$ cat src/rtl/alsu_shift_pkg.sv
// Shared definitions for the ALSU multi-cycle shift path: Sel encoding, FSM states, default width.
package alsu_shift_pkg;

    localparam int DEFAULT_WIDTH = 4;

    localparam logic [1:0] SEL_A_RIGHT = 2'b00;
    localparam logic [1:0] SEL_A_LEFT  = 2'b01;
    localparam logic [1:0] SEL_B_RIGHT = 2'b10;
    localparam logic [1:0] SEL_B_LEFT  = 2'b11;

    typedef enum logic [1:0] {
        IDLE  = 2'd0,
        SHIFT = 2'd1,
        DONE  = 2'd2
    } state_e;

endpackage

$ cat src/rtl/arith_shift_step.sv
// Single-position arithmetic shift of a WIDTH vector; dir=1 shifts left, dir=0 shifts right.
// ovf_step flags a left step that flips the sign bit.
import alsu_shift_pkg::*;

module arith_shift_step #(
    parameter int WIDTH = DEFAULT_WIDTH
) (
    input  logic [WIDTH-1:0] d,
    input  logic             dir,
    output logic [WIDTH-1:0] q,
    output logic             ovf_step
);

    always_comb begin
        if (dir) begin
            q = {d[WIDTH-2:0], 1'b0};
        end else begin
            q = {d[WIDTH-1], d[WIDTH-1:1]};
        end
        ovf_step = dir & (q[WIDTH-1] ^ d[WIDTH-1]);
    end

endmodule

$ cat src/rtl/arith_shift_seq_unit.sv
// Multi-cycle arithmetic shifter, one bit position per clock, start/busy/done handshake.
// Optional sticky left-shift overflow output enabled by ARITH_SHIFT_OVF_EN.
//
// state | meaning
// IDLE  | ready, out holds the last result
// SHIFT | shifting work one position per cycle until the counter reaches zero
// DONE  | one-cycle done pulse; ready, a start here chains straight into SHIFT
import alsu_shift_pkg::*;

module arith_shift_seq_unit #(
    parameter int WIDTH   = DEFAULT_WIDTH,
    parameter int SHAMT_W = $clog2(WIDTH) + 1
) (
    input  logic               clk,
    input  logic               rst_n,
    input  logic               start,
    input  logic [WIDTH-1:0]   A,
    input  logic [WIDTH-1:0]   B,
    input  logic [1:0]         Sel,
    input  logic [SHAMT_W-1:0] shamt,
    output logic               busy,
    output logic               done,
`ifdef ARITH_SHIFT_OVF_EN
    output logic               ovf,
`endif
    output logic [WIDTH-1:0]   out
);

    localparam logic [SHAMT_W-1:0] WIDTH_SHAMT = SHAMT_W'(WIDTH);

    state_e             state_q;
    state_e             state_d;
    logic [WIDTH-1:0]   work_q;
    logic [SHAMT_W-1:0] cnt_q;
    logic               left_q;
    logic [WIDTH-1:0]   out_q;
    logic [WIDTH-1:0]   step_q;
    logic               ovf_step;

    logic               accept;
    logic               sel_left;
    logic [WIDTH-1:0]   operand;
    logic [SHAMT_W-1:0] shamt_clamped;

    assign accept        = start && (state_q != SHIFT);
    assign sel_left      = (Sel == SEL_A_LEFT) || (Sel == SEL_B_LEFT);
    assign operand       = ((Sel == SEL_B_RIGHT) || (Sel == SEL_B_LEFT)) ? B : A;
    assign shamt_clamped = (shamt >= WIDTH_SHAMT) ? WIDTH_SHAMT : shamt;

    arith_shift_step #(.WIDTH(WIDTH)) u_step (
        .d        (work_q),
        .dir      (left_q),
        .q        (step_q),
        .ovf_step (ovf_step)
    );

    always_comb begin
        state_d = state_q;
        case (state_q)
            IDLE:    if (accept) state_d = SHIFT;
            SHIFT:   if (cnt_q == '0) state_d = DONE;
            DONE:    state_d = accept ? SHIFT : IDLE;
            default: state_d = IDLE;
        endcase
    end

    // accept and SHIFT are mutually exclusive, so the datapath has a single writer per cycle
    always_ff @(posedge clk or negedge rst_n) begin
        if (!rst_n) begin
            state_q <= IDLE;
            work_q  <= '0;
            cnt_q   <= '0;
            left_q  <= 1'b0;
            out_q   <= '0;
        end else begin
            state_q <= state_d;
            if (accept) begin
                work_q <= operand;
                cnt_q  <= shamt_clamped;
                left_q <= sel_left;
            end else if (state_q == SHIFT) begin
                if (cnt_q != '0) begin
                    work_q <= step_q;
                    cnt_q  <= cnt_q - SHAMT_W'(1);
                end else begin
                    out_q <= work_q;
                end
            end
        end
    end

`ifdef ARITH_SHIFT_OVF_EN
    logic ovf_acc_q;
    logic ovf_q;

    always_ff @(posedge clk or negedge rst_n) begin
        if (!rst_n) begin
            ovf_acc_q <= 1'b0;
            ovf_q     <= 1'b0;
        end else if (accept) begin
            ovf_acc_q <= 1'b0;
        end else if (state_q == SHIFT) begin
            if (cnt_q != '0) begin
                ovf_acc_q <= ovf_acc_q | ovf_step;
            end else begin
                ovf_q <= ovf_acc_q;
            end
        end
    end

    assign ovf = ovf_q;
`else
    logic ovf_step_unused;
    assign ovf_step_unused = ovf_step;
`endif

    assign busy = (state_q == SHIFT);
    assign done = (state_q == DONE);
    assign out  = out_q;

endmodule
$ cat config.mk
export PLATFORM = sky130hd
export DESIGN_NAME = arith_shift_seq_unit
export DESIGN_NICKNAME = d
export VERILOG_FILES = /design/src/rtl/alsu_shift_pkg.sv /design/src/rtl/arith_shift_step.sv /design/src/rtl/arith_shift_seq_unit.sv
export SDC_FILE = /design/constraint.sdc
export NUM_CORES = 1
export LEC_CHECK = 0
export CORE_ASPECT_RATIO = 0.8
export CORE_MARGIN = 2
export CORE_UTILIZATION = 25
export CTS_CLUSTER_SIZE = 14
export DETAILED_ROUTE_END_ITERATION = 7
export SLEW_MARGIN = 20
export SYNTH_ARGS = -nofsm -noshare
export SYNTH_HDL_FRONTEND = slang
export SYNTH_SLANG_ARGS = --single-unit
$ cat constraint.sdc
create_clock -name clk -period 1.7 [get_ports clk]
set_input_delay 0.34 -clock clk [delete_from_list [all_inputs] [get_ports clk]]
set_output_delay 0.34 -clock clk [all_outputs]
set_load 0.01 [all_outputs]
==> results.json <==
{
  "ctsHtreeMaxLevel": 1,
  "wire_per_inst_um": 12.21,
  "ir_drop_uv": 636.1,
  "die_y_um": 53.66,
  "synth-seq-cells": 14,
  "via_per_inst": 4.328,
  "ant_nets": 0,
  "ioPinCount": 22,
  "min_path_type": "input port to asynchronous set/reset pin",
  "finalMaxSlewViolations": 0,
  "p_leak_uw": 0.0004694,
  "ff2ff_path_depth": 5,
  "core_area_um2": 2850,
  "wl_met1_um": 842,
  "synth_top_family_by_area": "simple AND/OR/NAND/NOR gates",
  "fmax_ghz": 0.6256,
  "num_antenna_cells": 0,
  "hold_buffers": 0,
  "met2_length_um": 702,
  "hold_viol_final": 0,
  "netlist_area_um2": 770.7,
  "rsz0062_at_grt": "no",
  "cts_tree": "built",
  "crit_arrival_ns": 1.26,
  "grt_pass1_wl_mm": 2.718,
  "die_width_um": 66.08,
  "syn_inst": 70,
  "setup_viol": 0,
  "routed_wl_mm": 1.636,
  "setup_tns_ns": 0,
  "n_fill_cell": 299,
  "worst_pin_slew_ns": 0.2434,
  "nets": 115,
  "synthTopCellsByArea": "dfrtp_1, mux2i_1, mux2_1",
  "p_total_uw": 1922,
  "yosysUniqueCellTypes": 30,
  "overflow": 0,
  "drt_iter0_drc": 4,
  "via_count": 580,
  "remaining_drc_errors": 0,
  "crit_type": "register to primary output",
  "insertion_delay_ns": 0.24,
  "layout-area-overhead-vs-synth_pct": 41.72,
  "cp-start-kind": "register",
  "fin_crit_ns": 1.598,
  "ys_warn_count": 0,
  "crit_start": "state_q[1]",
  "rr_endpoint": "out[2]",
  "yosys.area_share.simple": 0.2013,
  "synth_top_area_share": 0.4545,
  "grt_pass1_vias": 588,
  "grt_max_degree": 15,
  "antenna_found_initial": 0,
  "synth_xor_area_frac": 0.01136,
  "drv_cap": 0,
  "dr.pass1.iters": 2,
  "cts_made_buffers": 3,
  "synth-compound-area-share": 0.1299,
  "die-area_um2": 3546,
  "post-cts-setup-buffers": 0,
  "grt_usage": 0.1050,
  "cts_root_buffer": "clkbuf_8",
  "cts_buffer_depth": 2,
  "place_congestion": 0.7822,
  "top_layer": "met3",
  "r2r_start": "cnt_q[0]",
  "start_util": 0.2704,
  "relSlewSlack": 0.8375,
  "cp.required_ns": 1.36,
  "rows": 17,
  "synthMuxAreaShare": 0.1234,
  "worstSetupEndpointType": "primary output",
  "avgSynthCellArea_um2": 11.01,
  "dp_hpwl_mm": 1.308,
  "fin_worst_skew_ns": 0.002418,
  "ff2ff_setup_slack_ns": 0.15,
  "synth_fa_ha_area_frac": 0.03247,
  "wl_met3_um": 91,
  "drive_gt1_frac": 0.1458,
  "synth.yosys.seq_area_share": 0.4545,
  "fin_crit_sh": 0.9403,
  "port_buffers": 21,
  "path_clk_slew_ns": 0.06,
  "cp_max_fo": 7,
  "status": "finished, final reports clean",
  "power.density_nw_per_um2": 1760,
  "clock_sinks": 14,
  "yosys.area.top_type": "dfrtp_1",
  "synth_fp_nets": 88
}
## where the power goes
part / total (uW) / switching, uW / internal, uW
clock: 324 / 119 / 205
sequential: 666 / 161 / 505
combinational: 931 / 444 / 488
## state kept, by name (all words and copies together) (netlist names)
signal	count
cnt_q	3
work_q	4
state_q	2
out	4
left_q	1
## per-stage QoR
stage	area [um2]	cells	hold WS (ns)	utilization	setup WS (ns)
floorplan	770.7	70	0.04441	-	0.2062
global placement	1036	130	0.4710	0.3635	0.09562
detailed placement	1036	130	0.4799	0.3635	0.06295
CTS	1089	134	0.4022	0.3819	0.04501
global route	1092	134	0.4208	0.3832	0.03226
finish	1092	134	0.4004	0.3832	0.1015
## final cells by class
class / count / area [um2] / share of cell area
Clock buffer: 4 / 55.05 / 0.05040
Inverter: 5 / 21.27 / 0.01947
Multi-Input combinational cell: 49 / 384.1 / 0.3517
Sequential cell: 14 / 350.3 / 0.3207
Tap cell: 38 / 47.55 / 0.04353
Timing Repair Buffer: 24 / 234.0 / 0.2142
## critical path, stage by stage, from the launching register on
cell and delay (ns):
dfrtp_1 0.42, nand2b_4 0.19, inv_4 0.12, dlygate4sd2_1 0.28
## logic make-up (layout without fill, tap and decap cells)
logic type                 after synthesis  after routing
and+or+nand+nor                         23             23
adders and majority gates                2              2
xor gates and xnor gates                 1              1
buffers and inverters                    7             33
AOI/OAI and AO/OA                       14             14
DFF                                     14             14
muxes                                    9              9
## layer usage
layer,vias to the layer above,GRT usage
met1,269,0.1365
met2,14,0.1650
met5,-,0
met3,0,0.04393
met4,0,0.02041
li1,297,-
## Yosys cell counts
library cell / instances
a211oi_1: 1
a211oi_2: 1
a21oi_1: 2
a21oi_2: 1
a22oi_1: 2
a31oi_1: 1
buf_6: 1
clkbuf_1: 1
dfrtp_1: 14
ha_1: 2
inv_1: 3
inv_2: 1
inv_4: 1
mux2_1: 4
mux2i_1: 5
nand2_1: 7
nand2b_1: 1
nand2b_4: 1
nand3_1: 5
nand3b_1: 1
nor2_1: 2
nor2_8: 1
nor2b_1: 3
nor3_1: 1
nor4bb_4: 1
o211ai_1: 1
o21ai_0: 1
o21ai_1: 2
o22a_1: 2
xor2_1: 1
## cells in the final DEF, fill, tap and decap left out
master,instances
nand2_1,7
inv_1,3
mux2_1,4
nor2_1,2
a22oi_1,2
inv_4,1
nor3_1,1
ha_1,2
mux2i_1,5
nor4bb_4,1
nor2b_1,3
buf_4,2
buf_6,1
o21ai_1,2
inv_2,1
clkdlybuf4s50_1,19
nand3b_1,1
a21oi_1,2
a211oi_2,1
a21oi_2,1
xor2_1,1
o22a_1,2
a31oi_1,1
nand2b_1,1
clkbuf_8,4
o211ai_1,1
nand2b_4,1
o21ai_0,1
nand3_1,5
dfrtp_1,14
a211oi_1,1
nor2_8,1
dlygate4sd2_1,2
## repair_timing
| item | CTS | global route |
|---|---|---|
| pin swaps | 0 | 1 |
| setup endpoints to repair | 2 | 4 |
| gates resized for setup | 2 | 1 |
## how the worst max path moves through the flow
stage,end,slack (ns),depth (start not counted)
3_3_place_gp,busy,0.1,3
2_1_floorplan,out[0],0.21,5
5_1_grt,busy,0.03,3
6_report,busy,0.10,3
3_5_place_dp,out[2],0.06,5
4_1_cts,out[2],0.05,5
Note: power is estimated with default switching activity, not from simulation.
